--- config.mk ---
export PLATFORM = sky130hd
export DESIGN_NAME = uart_tx
export DESIGN_NICKNAME = d
export VERILOG_FILES = /design/src/rtl/uart_pkg.sv /design/src/rtl/uart_baud_tick.sv /design/src/rtl/uart_tx.sv
export SDC_FILE = /design/constraint.sdc
export NUM_CORES = 1
export LEC_CHECK = 0
export BUFFER_PORTS_ARGS = -buffer_cell sky130_fd_sc_hd__buf_4
export CORE_UTILIZATION = 40
export DETAILED_ROUTE_END_ITERATION = 6
export PLACE_DENSITY = 0.71
export SKIP_LAST_GASP = 1
export SLEW_MARGIN = 20
export SYNTH_ARGS = -nofsm -noshare
export SYNTH_HDL_FRONTEND = slang
export SYNTH_SLANG_ARGS = --single-unit
--- constraint.sdc ---
create_clock -name fpga_clk -period 1.7 [get_ports fpga_clk]
set_input_delay 0.34 -clock fpga_clk [delete_from_list [all_inputs] [get_ports fpga_clk]]
set_output_delay 0.34 -clock fpga_clk [all_outputs]
set_load 0.01 [all_outputs]
--- src/rtl/uart_pkg.sv ---
// uart_pkg: shared types and constants for the UART transmitter.
package uart_pkg;
    localparam int DATA_BITS = 8;
    localparam int CLKS_PER_BIT_DEF = 16;
    typedef enum logic [2:0] {IDLE, START, DATA, STOP, PARITY} tx_state_t;
endpackage

--- src/rtl/uart_baud_tick.sv ---
// uart_baud_tick: bit-period divider; tick pulses on the last clock of each bit.
module uart_baud_tick
    import uart_pkg::*;
#(
    parameter int CLKS_PER_BIT = CLKS_PER_BIT_DEF
) (
    input  logic clk,
    input  logic rst_n,
    input  logic clr,
    output logic tick
);
    localparam int W = (CLKS_PER_BIT > 1) ? $clog2(CLKS_PER_BIT) : 1;
    logic [W-1:0] cnt;
    assign tick = cnt == W'(CLKS_PER_BIT - 1);
    always_ff @(posedge clk or negedge rst_n)
        if (!rst_n) cnt <= '0;
        else cnt <= (clr || tick) ? '0 : cnt + W'(1);
endmodule

--- src/rtl/uart_tx.sv ---
// uart_tx: 8N1 serial transmitter, level-triggered by tx_en.
// Defining UART_TX_PARITY_EN inserts an even-parity bit before the stop bit.
module uart_tx
    import uart_pkg::*;
#(
    parameter int CLKS_PER_BIT = CLKS_PER_BIT_DEF
) (
    input  logic       fpga_clk,
    input  logic       nrst,
    input  logic       tx_en,
    input  logic [7:0] din,
    output logic       sout
);
    tx_state_t state;
    logic [2:0] idx;
    logic [DATA_BITS-1:0] shreg;
    logic tick;
    // Divider is held at zero while idle so a new frame starts on a clean bit boundary.
    uart_baud_tick #(.CLKS_PER_BIT(CLKS_PER_BIT)) u_tick (
        .clk  (fpga_clk),
        .rst_n(nrst),
        .clr  (state == IDLE),
        .tick (tick)
    );
    always_ff @(posedge fpga_clk or negedge nrst)
        if (!nrst) begin
            state <= IDLE;
            sout  <= 1'b1;
            idx   <= '0;
            shreg <= '0;
        end else begin
            case (state)
                IDLE: if (tx_en) begin
                    shreg <= din;
                    sout  <= 1'b0;
                    state <= START;
                end
                START: if (tick) begin
                    state <= DATA;
                    idx   <= '0;
                    sout  <= shreg[0];
                end
                DATA: if (tick) begin
                    if (idx == 3'(DATA_BITS - 1)) begin
`ifdef UART_TX_PARITY_EN
                        state <= PARITY;
                        sout  <= ^shreg;
`else
                        state <= STOP;
                        sout  <= 1'b1;
`endif
                    end else begin
                        idx  <= idx + 3'd1;
                        sout <= shreg[idx + 3'd1];
                    end
                end
`ifdef UART_TX_PARITY_EN
                PARITY: if (tick) begin
                    state <= STOP;
                    sout  <= 1'b1;
                end
`endif
                STOP: if (tick) begin
                    if (tx_en) begin
                        shreg <= din;
                        sout  <= 1'b0;
                        state <= START;
                    end else state <= IDLE;
                end
                default: begin
                    state <= IDLE;
                    sout  <= 1'b1;
                end
            endcase
        end
endmodule

# Yosys cells after proc, flatten, opt, wreduce, memory -nomap -nowiden
# Cells that the tools add are included.
# W data, S select, Z words.
[totals]
input_bits = 11
reg_bits = 19
elab_cells = 50
out_inout_bits = 1
[op_classes]
mux = 23
reduce_logical = 8
magnitude_cmp = 1
eq_ne = 11
add_sub_neg = 2
[ops]
columns = ["operator", "n"]
rows = [
  ["$mux W3", 8],
  ["$mux W8", 2],
  ["$pmux W8 S2", 1],
  ["$pmux W3 S4", 1],
  ["$mux W1", 7],
  ["$eq A3 B2 Y1 const B", 2],
  ["$ne A2 B1 Y1 const B", 3],
  ["$ne A2 B2 Y1 const B", 3],
  ["$pmux W3 S2", 1],
  ["$reduce_and A5 Y1", 1],
  ["$add A4 B1 Y4 const B", 1],
  ["$eq A4 B4 Y1 const B", 1],
  ["$lt A3 B4 Y1 const B", 1],
  ["$mux W4", 1],
  ["$pmux W1 S4", 1],
  ["$reduce_and A4 Y1", 1],
  ["$reduce_bool A2 Y1", 2],
  ["$add A3 B1 Y3 const B", 1],
  ["$bmux W1 S3", 1],
  ["$eq A3 B1 Y1 const B", 1],
  ["$eq A3 B3 Y1 const B", 1],
  ["$logic_not A3 Y1", 1],
  ["$reduce_and A3 Y1", 1],
  ["$reduce_and A2 Y1", 1],
  ["$logic_or A1 B1 Y1", 1],
]

# Logic depth before layout (Yosys ltp)
# Gate-level depths: netlist (run 1).
[logic_depth]
word_depth = 6
depth_mapped = 6
ltp_nobuf = 6

# Hierarchy
# Synthesis (run 1) repeated with hierarchy kept, for this count alone.
[hier_totals]
cells_unflattened = 72
area_unflattened_um2 = 932.1
[by_module_without_submodules]
columns = ["module", "n_inst", "seq_area_each_um2", "cells_each", "area_per_inst_um2"]
rows = [
  ["uart_tx", 1, 351.6, 59, 760.7],
  ["uart_baud_tick", 1, 100.1, 13, 171.4],
]

# Worst setup path after synthesis (run 1)
# No wires, ideal clock.
[synth_timing]
kind = "reg-to-reg"
start = "register state[0]"
end = "register state[1]"
setup_ns = 0.125
n_path_buf = 0
required_ns = 1.575
synth_period_minus_slack_ns = 1.676
path_slack_ns = 0.024
stages_incl_launch_ff = 7
arrival_ns = 1.551
cell_sequence = "dfrtp_1 > inv_1 > ha_1 > or3_4 > nand2_2 > o221ai_2 > mux2_4"
[synth_between]
elab_chain_cells = 3
elab_cells_between_ends = 11
cone_classes = "eq/ne (8); mux (1); reduce/logical (2)"
[synth_lines]
columns = ["element", "line_no", "rtl"]
rows = [
  ["from (decl)", "uart_tx.sv:14", "tx_state_t state;"],
  ["from (signal assigned)", "uart_tx.sv:27", "state <= IDLE;"],
  ["from (signal assigned)", "uart_tx.sv:36", "state <= START;"],
  ["from (signal assigned)", "uart_tx.sv:39", "state <= DATA;"],
  ["$eq A3 B2 Y1, or another cell as far along", "uart_tx.sv:32", "case (state)"],
  ["$ne A2 B2 Y1 (no line) or $ne A2 B1 Y1 (tied branches)", "--", ""],
  ["$reduce_and A5 Y1 (no line)", "--", ""],
]
# Several ways; a longest one is shown, not always the timed one.
# A chain may end at the register's enable or synchronous reset.

# Worst setup path after layout (run 1)
# Same ends and word-level chain as after synthesis.

==> results of run 1 <==
[through the flow]
stage / cells / setup slack [ps] / instance area, um^2
CTS: 126 / 5.73 / 1170
detailed placement: 120 / -9.30 / 1110
floorplan: 78 / 23.9 / 965
finish: 128 / 27.4 / 1240
global placement: 120 / 44.6 / 1110
global route: 128 / -34.2 / 1240
[state kept, by name, indices dropped and copies added (netlist names)]
name	flops
shreg	8
u_tick.cnt	4
idx	3
state	2
sout	1
[critical path, delay by kind of cell (launching register included)]
family / cells / cell delay [ps]
simple gates: 2 / 490
buf+inv: 1 / 80
fa+ha+maj: 1 / 190
mux: 1 / 310
flops: 1 / 400
compound gates: 1 / 100
[logic make-up (layout without fill, tap and decap cells)]
family | count (synthesis) | in the layout | synth area share
AO/OA/AOI/OAI | 17 | 17 | 0.139
XOR/XNOR | 1 | 1 | 0.00908
adder cells (fa/ha/maj) | 7 | 7 | 0.0908
buffers and inverters | 5 | 27 | 0.0207
flip-flops | 18 | 18 | 0.468
multiplexers | 13 | 13 | 0.165
AND/OR/NAND/NOR | 17 | 17 | 0.108
[power groups by stage]
stage               registers [W]  logic (W)  clock network, W
global placement         0.000454  0.0000438                 0
CTS                      0.000446  0.0000484          0.000230
detailed placement       0.000454  0.0000457                 0
finish                   0.000446  0.0000486          0.000223
global route             0.000447  0.0000540          0.000255
floorplan                0.000453  0.0000142                 0
[cells in the final DEF (no fill, tap or decap), types with 2 or more instances in the layout]
| master | count |
|---|---|
| dfrtp_1 | 17 |
| buf_4 | 17 |
| mux2_2 | 8 |
| nor2_1 | 5 |
| ha_2 | 4 |
| a22oi_1 | 3 |
| o21ai_0 | 3 |
| clkbuf_4 | 3 |
| inv_1 | 2 |
| and3_1 | 2 |
| a31oi_1 | 2 |
| inv_2 | 2 |
| mux2_4 | 2 |
| mux2i_1 | 2 |
| nand2_1 | 2 |
| ha_4 | 2 |
[layout make-up]
cell class                 instances  area (um^2)
inverter                           4         15.0
fill                             196          988
clock buffer                       4         26.3
multi-input combinational         55          559
timing repair buffer              19          158
sequential                        18          452
tap                               28         35.0
[how the worst max path moves through the flow]
stage	slack (ps)	cells after the start	to	start
final	30	6	state[1]	state[0]
after global routing	-30	5	shreg[1]	u_tick.cnt[0]
after CTS	6	6	state[1]	state[0]
after detailed placement	-9	5	shreg[3]	state[0]
after global placement	40	6	state[1]	state[0]
after floorplan	20	6	state[1]	state[0]
[per-layer routing]
| metal | part of all wire | vias to the layer above | wire length [um] |
|---|---|---|---|
| met5 | 0 | - | 0 |
| met1 | 0.46 | 357 | 854 |
| met4 | 0.015 | 0 | 29 |
| met3 | 0.036 | 4 | 67 |
| li1 | - | 334 | - |
| met2 | 0.49 | 13 | 919 |
[repair_timing]
| item | 4_1_cts | 5_1_grt |
|---|---|---|
| buffers inserted | 1 | 2 |
| resized for setup | 2 | 11 |
| endpoints found under the hold margin | 17 | 0 |
| cloned | 0 | 0 |
| pin swaps | 0 | 3 |
| endpoints found under the setup margin | 9 | 10 |
| hold buffers | 1 | 0 |
==> results.sh, run 1 <==
export IMPL_hold_violations=0
export IMPL_yosysSeqAreaShare=0.468
export IMPL_port_buffers=11
export IMPL_ant_nets=0
export IMPL_critPathSlowestCell="dfrtp_1"
export IMPL_cp_data_arrival_time_ps=1860
export IMPL_maxCapViolations=0
export IMPL_cts_path_max_buffers=2
export IMPL_ios=12
export IMPL_cpPeakStageDelay_ps=400
export IMPL_leakage_nw=0.557
export IMPL_min_delay_path_depth=2
export IMPL_rsz0062_at_grt="true"
export IMPL_dr_pass1_iters=5
export IMPL_worstPathCellList="inv_2 > ha_2 > or3_4 > nand2_4 > o221ai_4 > mux2_4"
export IMPL_antenna_found_initial=0
export IMPL_hold_end="shreg[7]"
export IMPL_worstSetupEndpointType="flop"
export IMPL_fmax_mhz=598
export IMPL_cp_start_kind="flop"
export IMPL_wirelength_um=1870
export IMPL_path_clk_slew_ps=100
export IMPL_ir_drop_mv=0.480
export IMPL_final_max_slew_violation_count=0
export IMPL_tns_ps=0
export IMPL_avgSynthCellArea_um2=12.4
export IMPL_sw_frac_of_total=0.219
export IMPL_grtUsageTotal=0.170
export IMPL_diodes=0
export IMPL_p_per_area_nw_per_um2=576
export IMPL_internal_power_w=0.000560
export IMPL_grt_pass1_wl_um=3280
export IMPL_wl_per_cell_um=14.6
export IMPL_synth_area_leaders="dfrtp_1 44%, mux2_2 11%, ha_1 9.1%"
export IMPL_grt_overflow_total=0
export IMPL_synth_distinct_cells=33
export IMPL_die_y_um=51.1
export IMPL_synthArstFlopShare=1.00
export IMPL_drive_gt1_frac=0.490
export IMPL_syn_cell_area_um2=965
export IMPL_viasPerCell=5.53
export IMPL_cts_buffers=3
export IMPL_min_from="din[7]"
export IMPL_rrSetupSlack_ps=30
export IMPL_ff2ff_path_depth=6
export IMPL_met2_usage=0.272
export IMPL_p_total_w=0.000717
export IMPL_yosys_warnings=0
export IMPL_vias=708
export IMPL_synth_edff_count=0
export IMPL_grt_pass1_vias=710
export IMPL_syn_num_nets=96
export IMPL_slew_limit_headroom=0.751
export IMPL_nNetsFinal=119
export IMPL_yosys_register_bits=18
export IMPL_clock_sinks=18
export IMPL_synth_common_cells="17 x dfrtp_1, 9 x mux2_2, 7 x ha_1, 5 x nor2_1, 4 x inv_1"
export IMPL_worstPathRequired_ps=1890
export IMPL_num_rows=17
export IMPL_timing_rr_start="state[0]"
export IMPL_power_share_clock=0.311
export IMPL_worstSkewPairLatency_ps=290
export IMPL_holdWs_ps=272
export IMPL_dieArea_um2=2610
export IMPL_gp_congestion=0.767
export IMPL_crit_type="flop to flop"
export IMPL_use_met3=0.0417
export IMPL_drt_iter0_markers=15
export IMPL_clock_skew_final_ps=2.33
export IMPL_period_needed_ps=1670
export IMPL_syn2layout_area_growth_pct=29.1
export IMPL_grt_busiest_layer="met2"
export IMPL_die_w_um=51.1
export IMPL_reg2reg_to="state[1]"
export IMPL_seq_power_share=0.621
export IMPL_cts_tree="built"
export IMPL_utilization=0.557
export IMPL_final_period_utilization=0.984
export IMPL_grt_max_degree=19
export IMPL_cts_root_buffer="clkbuf_4"
export IMPL_run_status="completed"
export IMPL_ys_flop_type="dfrtp_1"
export IMPL_cts_htree_levels=1
export IMPL_tightest_slew_ps=370
export IMPL_pwr_share_comb=0.068
export IMPL_grtUsageMet1=0.219
export IMPL_power_switching_w=0.000157
export IMPL_hpwl_um=1330
export IMPL_setup_viol=0
export IMPL_drc=0
export IMPL_yosys_area_top_type="dfrtp_1"
export IMPL_synth_most_common_cell="dfrtp_1"
export IMPL_start_util=0.432
export IMPL_worstHoldPathType="input pin to flop"
export IMPL_coreArea_um2=2230
export IMPL_synth_top_area_share=0.441
export IMPL_syn_inst=78
export IMPL_path_max_fanout=3
No activity file was read; power rests on OpenSTA's default activity.
==> inputs of run 2 (changes only) <==
--- a/config.mk
+++ b/config.mk
@@ -6,9 +6,10 @@
 export NUM_CORES = 1
 export LEC_CHECK = 0
 export BUFFER_PORTS_ARGS = -buffer_cell sky130_fd_sc_hd__buf_4
-export CORE_UTILIZATION = 40
+export CORE_UTILIZATION = 50
 export DETAILED_ROUTE_END_ITERATION = 6
-export PLACE_DENSITY = 0.71
+export PLACE_DENSITY = 0.83
+export SKIP_CTS_REPAIR_TIMING = 1
 export SKIP_LAST_GASP = 1
 export SLEW_MARGIN = 20
 export SYNTH_ARGS = -nofsm -noshare
==> run 2 against run 1 <==
  * The run now ends with setup timing left
  * Maximum frequency decreased by 2.7%
  * Non-clock buffer count increased by 2
  * Via count increased by 7.3%
  * Global-route usage increased by 4.3 points
  * Wire length increased by 26%
  * Sequential share of layout area decreased by 0.12 points
  * Critical endpoint is now shreg[4]
==> results.sh, run 2 (synthesis results as in run 1) <==
export IMPL_period_needed_ps=1720
export IMPL_hold_violations=0
export IMPL_viasPerCell=5.98
export IMPL_drive_gt1_frac=0.490
export IMPL_ios=12
export IMPL_internal_power_w=0.000561
export IMPL_p_total_w=0.000729
export IMPL_slew_limit_headroom=0.755
export IMPL_layout_common_cells="19 x buf_4, 16 x dfrtp_1, 8 x mux2_2, 5 x nor2_1"
export IMPL_largest_reg_flops=8
export IMPL_cts_root_buffer="clkbuf_4"
export IMPL_cts_buffers=3
export IMPL_ir_drop_mv=0.633
export IMPL_nNetsFinal=121
export IMPL_coreArea_um2=1760
export IMPL_run_status="finished with violations"
export IMPL_layout_setup_ws_ps=-18.3
export IMPL_hpwl_um=1350
export IMPL_fmax_mhz=582
export IMPL_power_switching_w=0.000168
export IMPL_grt_overflow_total=0
export IMPL_worstSkewPairLatency_ps=300
export IMPL_path_max_fanout=8
export IMPL_final_max_slew_violation_count=0
export IMPL_cts_htree_levels=1
export IMPL_setup_viol=5
export IMPL_final_common_cell="buf_4"
export IMPL_tightest_slew_ps=363
export IMPL_maxCapViolations=0
export IMPL_worstPathRequired_ps=1890
export IMPL_pwr_share_comb=0.070
export IMPL_ant_nets=0
export IMPL_syn2layout_area_growth_pct=29.8
export IMPL_seq_power_share=0.615
export IMPL_worstSetupEndpointType="flop"
export IMPL_grtUsageTotal=0.214
export IMPL_dieArea_um2=2110
export IMPL_cts_path_max_buffers=2
export IMPL_rrSetupSlack_ps=-20
export IMPL_clock_skew_final_ps=4.89
export IMPL_dr_pass1_iters=4
export IMPL_wirelength_um=2360
export IMPL_worstHoldPathType="input pin to flop"
export IMPL_port_buffers=11
export IMPL_die_y_um=45.9
export IMPL_crit_type="flop to flop"
export IMPL_diodes=0
export IMPL_gp_congestion=0.808
export IMPL_sw_frac_of_total=0.231
export IMPL_p_per_area_nw_per_um2=582
export IMPL_grt_max_degree=19
export IMPL_failed_checks="setup timing"
export IMPL_wl_per_cell_um=18.6
export IMPL_num_rows=15
export IMPL_rsz0062_at_grt="true"
export IMPL_clock_sinks=18
export IMPL_path_clk_slew_ps=100
export IMPL_cp_start_kind="flop"
export IMPL_cpPeakStageDelay_ps=470
export IMPL_start_util=0.547
export IMPL_grt_pass1_wl_um=3080
export IMPL_fillers=126
export IMPL_power_share_clock=0.315
export IMPL_leakage_nw=0.567
export IMPL_largest_registers="shreg: 8 flops, u_tick.cnt: 4 flops, idx: 3 flops"
export IMPL_dp_cells=117
export IMPL_instances_no_fill=127
export IMPL_vias=760
export IMPL_grt_pass1_vias=730
export IMPL_antenna_found_initial=0
export IMPL_top_register="shreg"
export IMPL_drt_iter0_markers=18
export IMPL_final_period_utilization=1.01
export IMPL_cp_data_arrival_time_ps=1910
export IMPL_critPathSlowestCell="dfrtp_2"
export IMPL_drc=0
export IMPL_worstPathCellList="inv_2 > ha_4 > nand2b_4 > a21oi_4 > mux2_2"
export IMPL_die_w_um=45.9
export IMPL_cts_tree="built"
-- run 2: cell count changes in the layout (fill, tap and decap cells not counted) --
cell / change
ha_2: -2
buf_4: +2
dfrtp_2: +1
ha_4: +1
ha_1: +1
a21oi_2: -1
a21oi_1: +1
buf_6: +1
buf_12: -1
dfrtp_1: -1
-- run 2: per-layer routing --
layer  routed length [um]  vias up  share of wire  global-route usage
met2                 1200       38           0.51               0.349
met4                   65        0          0.028               0.124
met3                  133       10          0.056              0.0516
met5                    0        -              0                   0
met1                  960      372           0.41               0.253
li1                     -      340              -                   -
-- run 2: stage by stage --
stage | utilization | TNS, ps | hold slack (ps) | setup slack [ps] | area [um^2]
2_1_floorplan | - | 0 | 44.4 | 23.9 | 965
3_3_place_gp | 0.626 | 0 | 218 | 43.2 | 1100
6_report | 0.710 | -38.0 | 263 | -18.3 | 1250
5_1_grt | 0.710 | -292 | 265 | -47.2 | 1250
4_1_cts | 0.640 | -178 | -105 | -32.9 | 1130
3_5_place_dp | 0.626 | -58.9 | 218 | -14.6 | 1100
-- run 2: critical path, delay by kind of cell (launching register included) --
family          cells  cell delay [ps]
flops               1              470
buf+inv             1              110
compound gates      1              270
mux                 1              390
fa+ha+maj           1              220
simple gates        1              150
-- run 2: power groups by stage --
| stage | registers, W | logic [W] | clock network [W] |
|---|---|---|---|
| CTS | 0.000446 | 0.0000462 | 0.000227 |
| detailed placement | 0.000454 | 0.0000461 | 0 |
| global placement | 0.000453 | 0.0000438 | 0 |
| floorplan | 0.000453 | 0.0000142 | 0 |
| finish | 0.000448 | 0.0000511 | 0.000230 |
| global route | 0.000448 | 0.0000557 | 0.000244 |
-- run 2: worst paths after layout --
| kind | start | end | depth (start not counted) |
|---|---|---|---|
| worst min register to register | shreg[2] | shreg[2] | 1 |
| max in group asynchronous | nrst | sout | 2 |
| worst max-delay path | state[1] | shreg[4] | 5 |
| worst min-delay path | din[2] | shreg[2] | 2 |
| min in group asynchronous | nrst | idx[2] | 2 |
| worst max register to register | state[1] | shreg[4] | 5 |
-- run 2: cell type report --
| class | instances | area, um^2 | area share |
|---|---|---|---|
| repair buffers | 21 | 164 | 0.131 |
| well taps | 25 | 31.3 | 0.0250 |
| flip-flops and latches | 18 | 453 | 0.362 |
| inverters | 4 | 15.0 | 0.0120 |
| multi-input cells | 55 | 563 | 0.450 |
| clock buffers | 4 | 26.3 | 0.0210 |
